## src/rtl/sliding_tile_pkg.sv

```systemverilog
// Shared definitions for the sliding-tile puzzle: move encodings, the reset
// position of the space, and helpers for legality and stepping the space.
package sliding_tile_pkg;

  localparam logic [1:0] LEFT  = 2'b00;
  localparam logic [1:0] RIGHT = 2'b01;
  localparam logic [1:0] UP    = 2'b10;
  localparam logic [1:0] DOWN  = 2'b11;

  // Space location is {row[1:0], col[1:0]}; bottom right of the 3x3 board.
  localparam logic [3:0] SPACE_RESET = 4'b1010;

  // Moves pair up as LEFT/RIGHT and UP/DOWN: same upper bit, different lower bit.
  function automatic logic is_reverse(input logic [1:0] dir_a, input logic [1:0] dir_b);
    logic result;
    result = (dir_a[1] == dir_b[1]) && (dir_a[0] != dir_b[0]);
    return result;
  endfunction

  // True when the space can move in the given direction without leaving the board.
  function automatic logic in_bounds(input logic [1:0] dir, input logic [3:0] loc);
    logic result;
    result = 1'b0;
    case (dir)
      LEFT:    result = (loc[1:0] != 2'd0);
      RIGHT:   result = (loc[1:0] <  2'd2);
      UP:      result = (loc[3:2] != 2'd0);
      default: result = (loc[3:2] <  2'd2);
    endcase
    return result;
  endfunction

  // Location of the space after a move; only meaningful for in-bounds moves.
  function automatic logic [3:0] step_loc(input logic [1:0] dir, input logic [3:0] loc);
    logic [3:0] result;
    result = loc;
    case (dir)
      LEFT:    result[1:0] = loc[1:0] - 2'd1;
      RIGHT:   result[1:0] = loc[1:0] + 2'd1;
      UP:      result[3:2] = loc[3:2] - 2'd1;
      default: result[3:2] = loc[3:2] + 2'd1;
    endcase
    return result;
  endfunction

endpackage

```

## src/rtl/sliding_tile_move_fifo.sv

```systemverilog
// Small synchronous FIFO holding pending 2-bit move commands.
// Pushes while full and pops while empty are ignored.
module sliding_tile_move_fifo #(
  parameter int DEPTH = 4
) (
  input  logic       clk,
  input  logic       reset,
  input  logic       push,
  input  logic [1:0] push_data,
  input  logic       pop,
  output logic [1:0] pop_data,
  output logic       full,
  output logic       empty
);

  localparam int AW = $clog2(DEPTH);

  logic [1:0]    mem [DEPTH];
  logic [AW-1:0] wr_ptr;
  logic [AW-1:0] rd_ptr;
  logic [AW:0]   count;
  logic          do_push;
  logic          do_pop;

  assign full     = (count == (AW+1)'(DEPTH));
  assign empty    = (count == '0);
  assign do_push  = push && !full;
  assign do_pop   = pop && !empty;
  assign pop_data = mem[rd_ptr];

  // Storage array needs no reset; the occupancy count decides what is valid.
  always_ff @(posedge clk) begin
    if (do_push) begin
      mem[wr_ptr] <= push_data;
    end
  end

  // Pointers wrap naturally because DEPTH is a power of two.
  always_ff @(posedge clk) begin
    if (reset) begin
      wr_ptr <= '0;
      rd_ptr <= '0;
      count  <= '0;
    end else begin
      if (do_push) wr_ptr <= wr_ptr + 1'b1;
      if (do_pop)  rd_ptr <= rd_ptr + 1'b1;
      case ({do_push, do_pop})
        2'b10:   count <= count + 1'b1;
        2'b01:   count <= count - 1'b1;
        default: count <= count;
      endcase
    end
  end

endmodule

```

## src/rtl/sliding_tile_move_sequencer.sv

```systemverilog
// Buffers incoming moves, vets each one against the tracked space position and
// the previously issued move, and presents only legal moves to the puzzle core.
import sliding_tile_pkg::*;

module sliding_tile_move_sequencer #(
  parameter int DEPTH = 4,
  parameter int CNT_W = 16
) (
  input  logic             clk,
  input  logic             reset,
  input  logic             move_in_val,
  output logic             move_in_rdy,
  input  logic [1:0]       move_in_dir,
  output logic             dir_out_val,
  input  logic             dir_out_rdy,
  output logic [1:0]       dir_out,
  output logic             move_err,
  output logic [CNT_W-1:0] move_count,
  output logic [3:0]       space_loc
);

  logic       fifo_full;
  logic       fifo_empty;
  logic [1:0] head_dir;
  logic       load;
  logic       head_legal;
  logic [1:0] last_dir;
  logic       last_vld;

  // Full flag comes straight from the FIFO's registered count, so there is no
  // combinational path from dir_out_rdy back to move_in_rdy.
  assign move_in_rdy = !fifo_full;

  // The head is consumed whenever the output slot is free or being emptied.
  assign load = (!dir_out_val || dir_out_rdy) && !fifo_empty;

  assign head_legal = in_bounds(head_dir, space_loc) &&
                      !(last_vld && is_reverse(head_dir, last_dir));

  sliding_tile_move_fifo #(
    .DEPTH(DEPTH)
  ) u_fifo (
    .clk       (clk),
    .reset     (reset),
    .push      (move_in_val && move_in_rdy),
    .push_data (move_in_dir),
    .pop       (load),
    .pop_data  (head_dir),
    .full      (fifo_full),
    .empty     (fifo_empty)
  );

  // Output register and space tracker: legal heads are issued, illegal ones dropped with a pulse.
  always_ff @(posedge clk) begin
    if (reset) begin
      dir_out     <= LEFT;
      dir_out_val <= 1'b0;
      move_err    <= 1'b0;
      space_loc   <= SPACE_RESET;
      last_dir    <= LEFT;
      last_vld    <= 1'b0;
    end else begin
      move_err <= 1'b0;
      if (load) begin
        if (head_legal) begin
          dir_out     <= head_dir;
          dir_out_val <= 1'b1;
          space_loc   <= step_loc(head_dir, space_loc);
          last_dir    <= head_dir;
          last_vld    <= 1'b1;
        end else begin
          move_err    <= 1'b1;
          dir_out_val <= 1'b0;
        end
      end else if (dir_out_rdy) begin
        dir_out_val <= 1'b0;
      end
    end
  end

  // Count moves taken by the puzzle core, holding at all-ones.
  always_ff @(posedge clk) begin
    if (reset) begin
      move_count <= '0;
    end else if (dir_out_val && dir_out_rdy && (move_count != {CNT_W{1'b1}})) begin
      move_count <= move_count + 1'b1;
    end
  end

endmodule

```

## config.mk

```make
export PLATFORM = sky130hd
export DESIGN_NAME = sliding_tile_move_sequencer
export DESIGN_NICKNAME = d
export VERILOG_FILES = /design/src/rtl/sliding_tile_pkg.sv /design/src/rtl/sliding_tile_move_fifo.sv /design/src/rtl/sliding_tile_move_sequencer.sv
export SDC_FILE = /design/constraint.sdc
export NUM_CORES = 1
export LEC_CHECK = 0
export CORE_MARGIN = 5
export CORE_UTILIZATION = 50
export CTS_CLUSTER_SIZE = 12
export DETAILED_ROUTE_END_ITERATION = 8
export PLACE_DENSITY_LB_ADDON = 0.08
export SETUP_SLACK_MARGIN = 0.3
export SLEW_MARGIN = 10
export SYNTH_ARGS = -nofsm -noshare
export SYNTH_HDL_FRONTEND = slang
export SYNTH_SLANG_ARGS = --single-unit
export TNS_END_PERCENT = 5
```

## constraint.sdc

```tcl
create_clock -name clk -period 4.45 [get_ports clk]
set_input_delay 0.89 -clock clk [delete_from_list [all_inputs] [get_ports clk]]
set_output_delay 0.89 -clock clk [all_outputs]
set_load 0.02 [all_outputs]
```

==> flow_summary.ini <==
[status]
status = complete, no violations

[critical_path]
cp_data_required_time_ns = 4.68
critical_path.startpoint_type = primary input
endpoint_kind = flip-flop
arrival_ns = 3.13
critPathKind = in2reg
crit_path_max_fanout = 9

[sta]
min_period_over_period_pct = 65.3
hold_violations = 0
maxSlewHeadroom_pct = 62.7
max_freq_mhz = 344
tightest_slew_ns = 0.558
rsz0062_at_grt = false
setup_violations = 0
fin_crit_ns = 2.90
finalClockSkew_ns = 0.00719
slew_viol_final = 0
tns_ns = 0

[power_and_ir_drop]
clock_power_share_pct = 21.5
vdd_drop_max_mv = 0.311
powerDensity_nw_per_um2 = 522
p_comb_share_pct = 38.5
finalPower_uw = 1320
p_int_uw = 861
switching_power_uw = 462
swShare_pct = 34.9
sequentialPowerShare_pct = 40.1
p_leak_uw = 0.000918

[synthesis]
seq_area_frac_synth_pct = 44.3
synthTopCellsByArea = dfxtp_1 33%, edfxtp_1 12%, nor2_1 4.7%
yosys.area.top_type = dfxtp_1
synth_edf_count = 8
yosysWarnings = 0
synthArstFlopShare_pct = 0
synth_top_area_share_pct = 32.7
synthFlopType = dfxtp_1
ys_types = 51
netlist_area_um2 = 2080
synth-seq-cells = 42
postSynthAreaPerCell_um2 = 9.72
syn_inst = 214
synth_nets = 228

[detailed_routing]
ant_nets = 0
routedWlPerCell_um = 12.8
wirelength_um = 3800
drt-pass1-iter-count = 4
via_per_inst = 5.51
drtIter0Drc = 71
num_vias = 1631
drc = 0

[clock_tree]
cts_max_path_buffers = 2
cts-resized-gates = 0
holdBufCountCts = 0
cts.sinks = 42
clk_pin_slew_worst_paths_ns = 0.07
cts-root-buf = clkbuf_8
cts_setup_buffers = 0
insertion_delay_ns = 0.29
cts_tree = built
numCtsBuffers = 5
h-tree-depth = 2

[floorplanning]
core_um2 = 4030
io-pin-count = 31
die-area_um2 = 5550
num_rows = 23
fp.dieH_um = 74.5
start_util_pct = 51.6
die-width_um = 74.5

[worst_hold_path]
worstHoldPathType = reg2reg

[grt]
grt_max_degree = 19
grt_pass1_wl_um = 6640
grt_pass1_vias = 1523
grt-ovfl-total = 0
antenna_found_initial = 0
grt_use_total_pct = 15.5

[cells_and_area]
n_antenna_cell = 0
drive_gt1_share_pct = 6.91
final_nets = 260
syn_to_final_growth_pct = 21.8

[placed_design]
dpl.hpwl_um = 2810
portBuffers = 30
gp_congestion = 0.754

[flow_run]
drv_cap = 0
[registers in the layout, summed over array words and instances, names as in the netlist, named ones only]
| name | count |
|---|---|
| dir_out_val | 1 |
| last_dir | 2 |
| last_vld | 1 |
| move_count | 16 |
| move_err | 1 |
| space_loc | 4 |
| u_fifo.count | 3 |
| u_fifo.mem | 8 |
| u_fifo.rd_ptr | 2 |
| u_fifo.wr_ptr | 2 |
[routing by layer]
layer | vias up | part of all wire [%] | routed length (µm) | GRT usage [%]
met5 | - | 0 | 0 | 0
met4 | 0 | 1.9 | 72 | 6.52
met3 | 7 | 4.3 | 163 | 4.05
met2 | 28 | 43 | 1650 | 24.1
met1 | 763 | 50 | 1910 | 20.5
li1 | 833 | - | - | -
[through the flow]
step	hold slack (ns)	utilization (%)	setup WS, ns	cell area [µm²]	cells
3_3_place_gp	0.486	60.2	1.31	2430	289
2_1_floorplan	0.455	-	1.83	2080	214
5_1_grt	0.551	62.9	1.40	2530	296
4_1_cts	0.502	62.9	1.55	2530	296
3_5_place_dp	0.489	60.2	1.24	2430	289
6_report	0.501	62.9	1.55	2530	296
[layout make-up]
class | count | area, µm²
repair buffers | 31 | 308
well taps | 50 | 62.6
inverters | 12 | 45.0
multi-input cells | 154 | 1090
clock buffers | 7 | 108
flip-flops and latches | 42 | 921
fillers | 377 | 1500
[cell usage in the layout (no fill, tap or decap), types with 2 or more instances in the layout]
master / n
dfxtp_1: 34
clkdlybuf4s50_1: 30
nor2_1: 26
inv_1: 12
a21oi_1: 12
nand2_1: 10
xor2_1: 10
nand3_1: 8
and3_1: 8
edfxtp_1: 8
ha_1: 7
or3_1: 6
nand4_1: 6
clkbuf_8: 6
and2_1: 4
mux2i_1: 4
or4_1: 4
xnor2_1: 4
o21ai_0: 4
nor3b_1: 3
o211ai_1: 3
o21ai_1: 3
nand2b_1: 2
nor2b_1: 2
nand4b_1: 2
o31ai_1: 2
[kinds of logic after synthesis]
logic type               after synthesis  synth area share, %
AO/OA/AOI/OAI                         37                 12.6
XOR/XNOR                              15                 6.67
adder cells (fa/ha/maj)                8                 5.17
buffers and inverters                 18                 3.37
flip-flops                            42                 44.3
multiplexers                           8                 5.89
AND/OR/NAND/NOR                       86                 22.1
[power groups by stage]
stage               logic, µW  clock network, µW  registers (µW)
finish                    509                284             530
global route              564                308             545
CTS                       514                294             531
detailed placement        510                  0             540
global placement          503                  0             541
floorplan                 343                  0             566
[worst max-delay path, stage by stage]
cell             delay (ns)
clkdlybuf4s50_1        0.49
nand2b_1               0.13
o31a_1                 0.35
ha_1                   0.24
inv_1                  0.06
fa_1                   0.37
xor2_1                 0.15
or3_1                  0.30
a21oi_1                0.13
[final timing paths]
check,slack [ns],cells after the start,to,from
max,1.55,9,u_fifo.count[2]$_SDFFE_PP0P_,dir_out_rdy
min,0.50,2,last_vld$_SDFFE_PP0P_,last_vld$_SDFFE_PP0P_
max reg2reg,1.86,7,space_loc[3]$_SDFFE_PP1P_,flip-flop
min reg2reg,0.50,2,last_vld$_SDFFE_PP0P_,last_vld$_SDFFE_PP0P_
[synth_stat cells, types with 3 or more instances]
master / number
inv_1: 12
clkbuf_1: 3
and2_1: 4
dfxtp_1: 34
a21oi_1: 12
edfxtp_1: 8
or3_1: 6
nor3b_1: 3
nand4_1: 6
xnor2_1: 4
o21ai_0: 4
ha_1: 7
xor2_1: 10
nand2_1: 10
o211ai_1: 3
or4_1: 4
o21ai_1: 3
mux2i_1: 4
nand3_1: 8
nor2_1: 26
and3_1: 8
(Power assumes the default switching activity.)
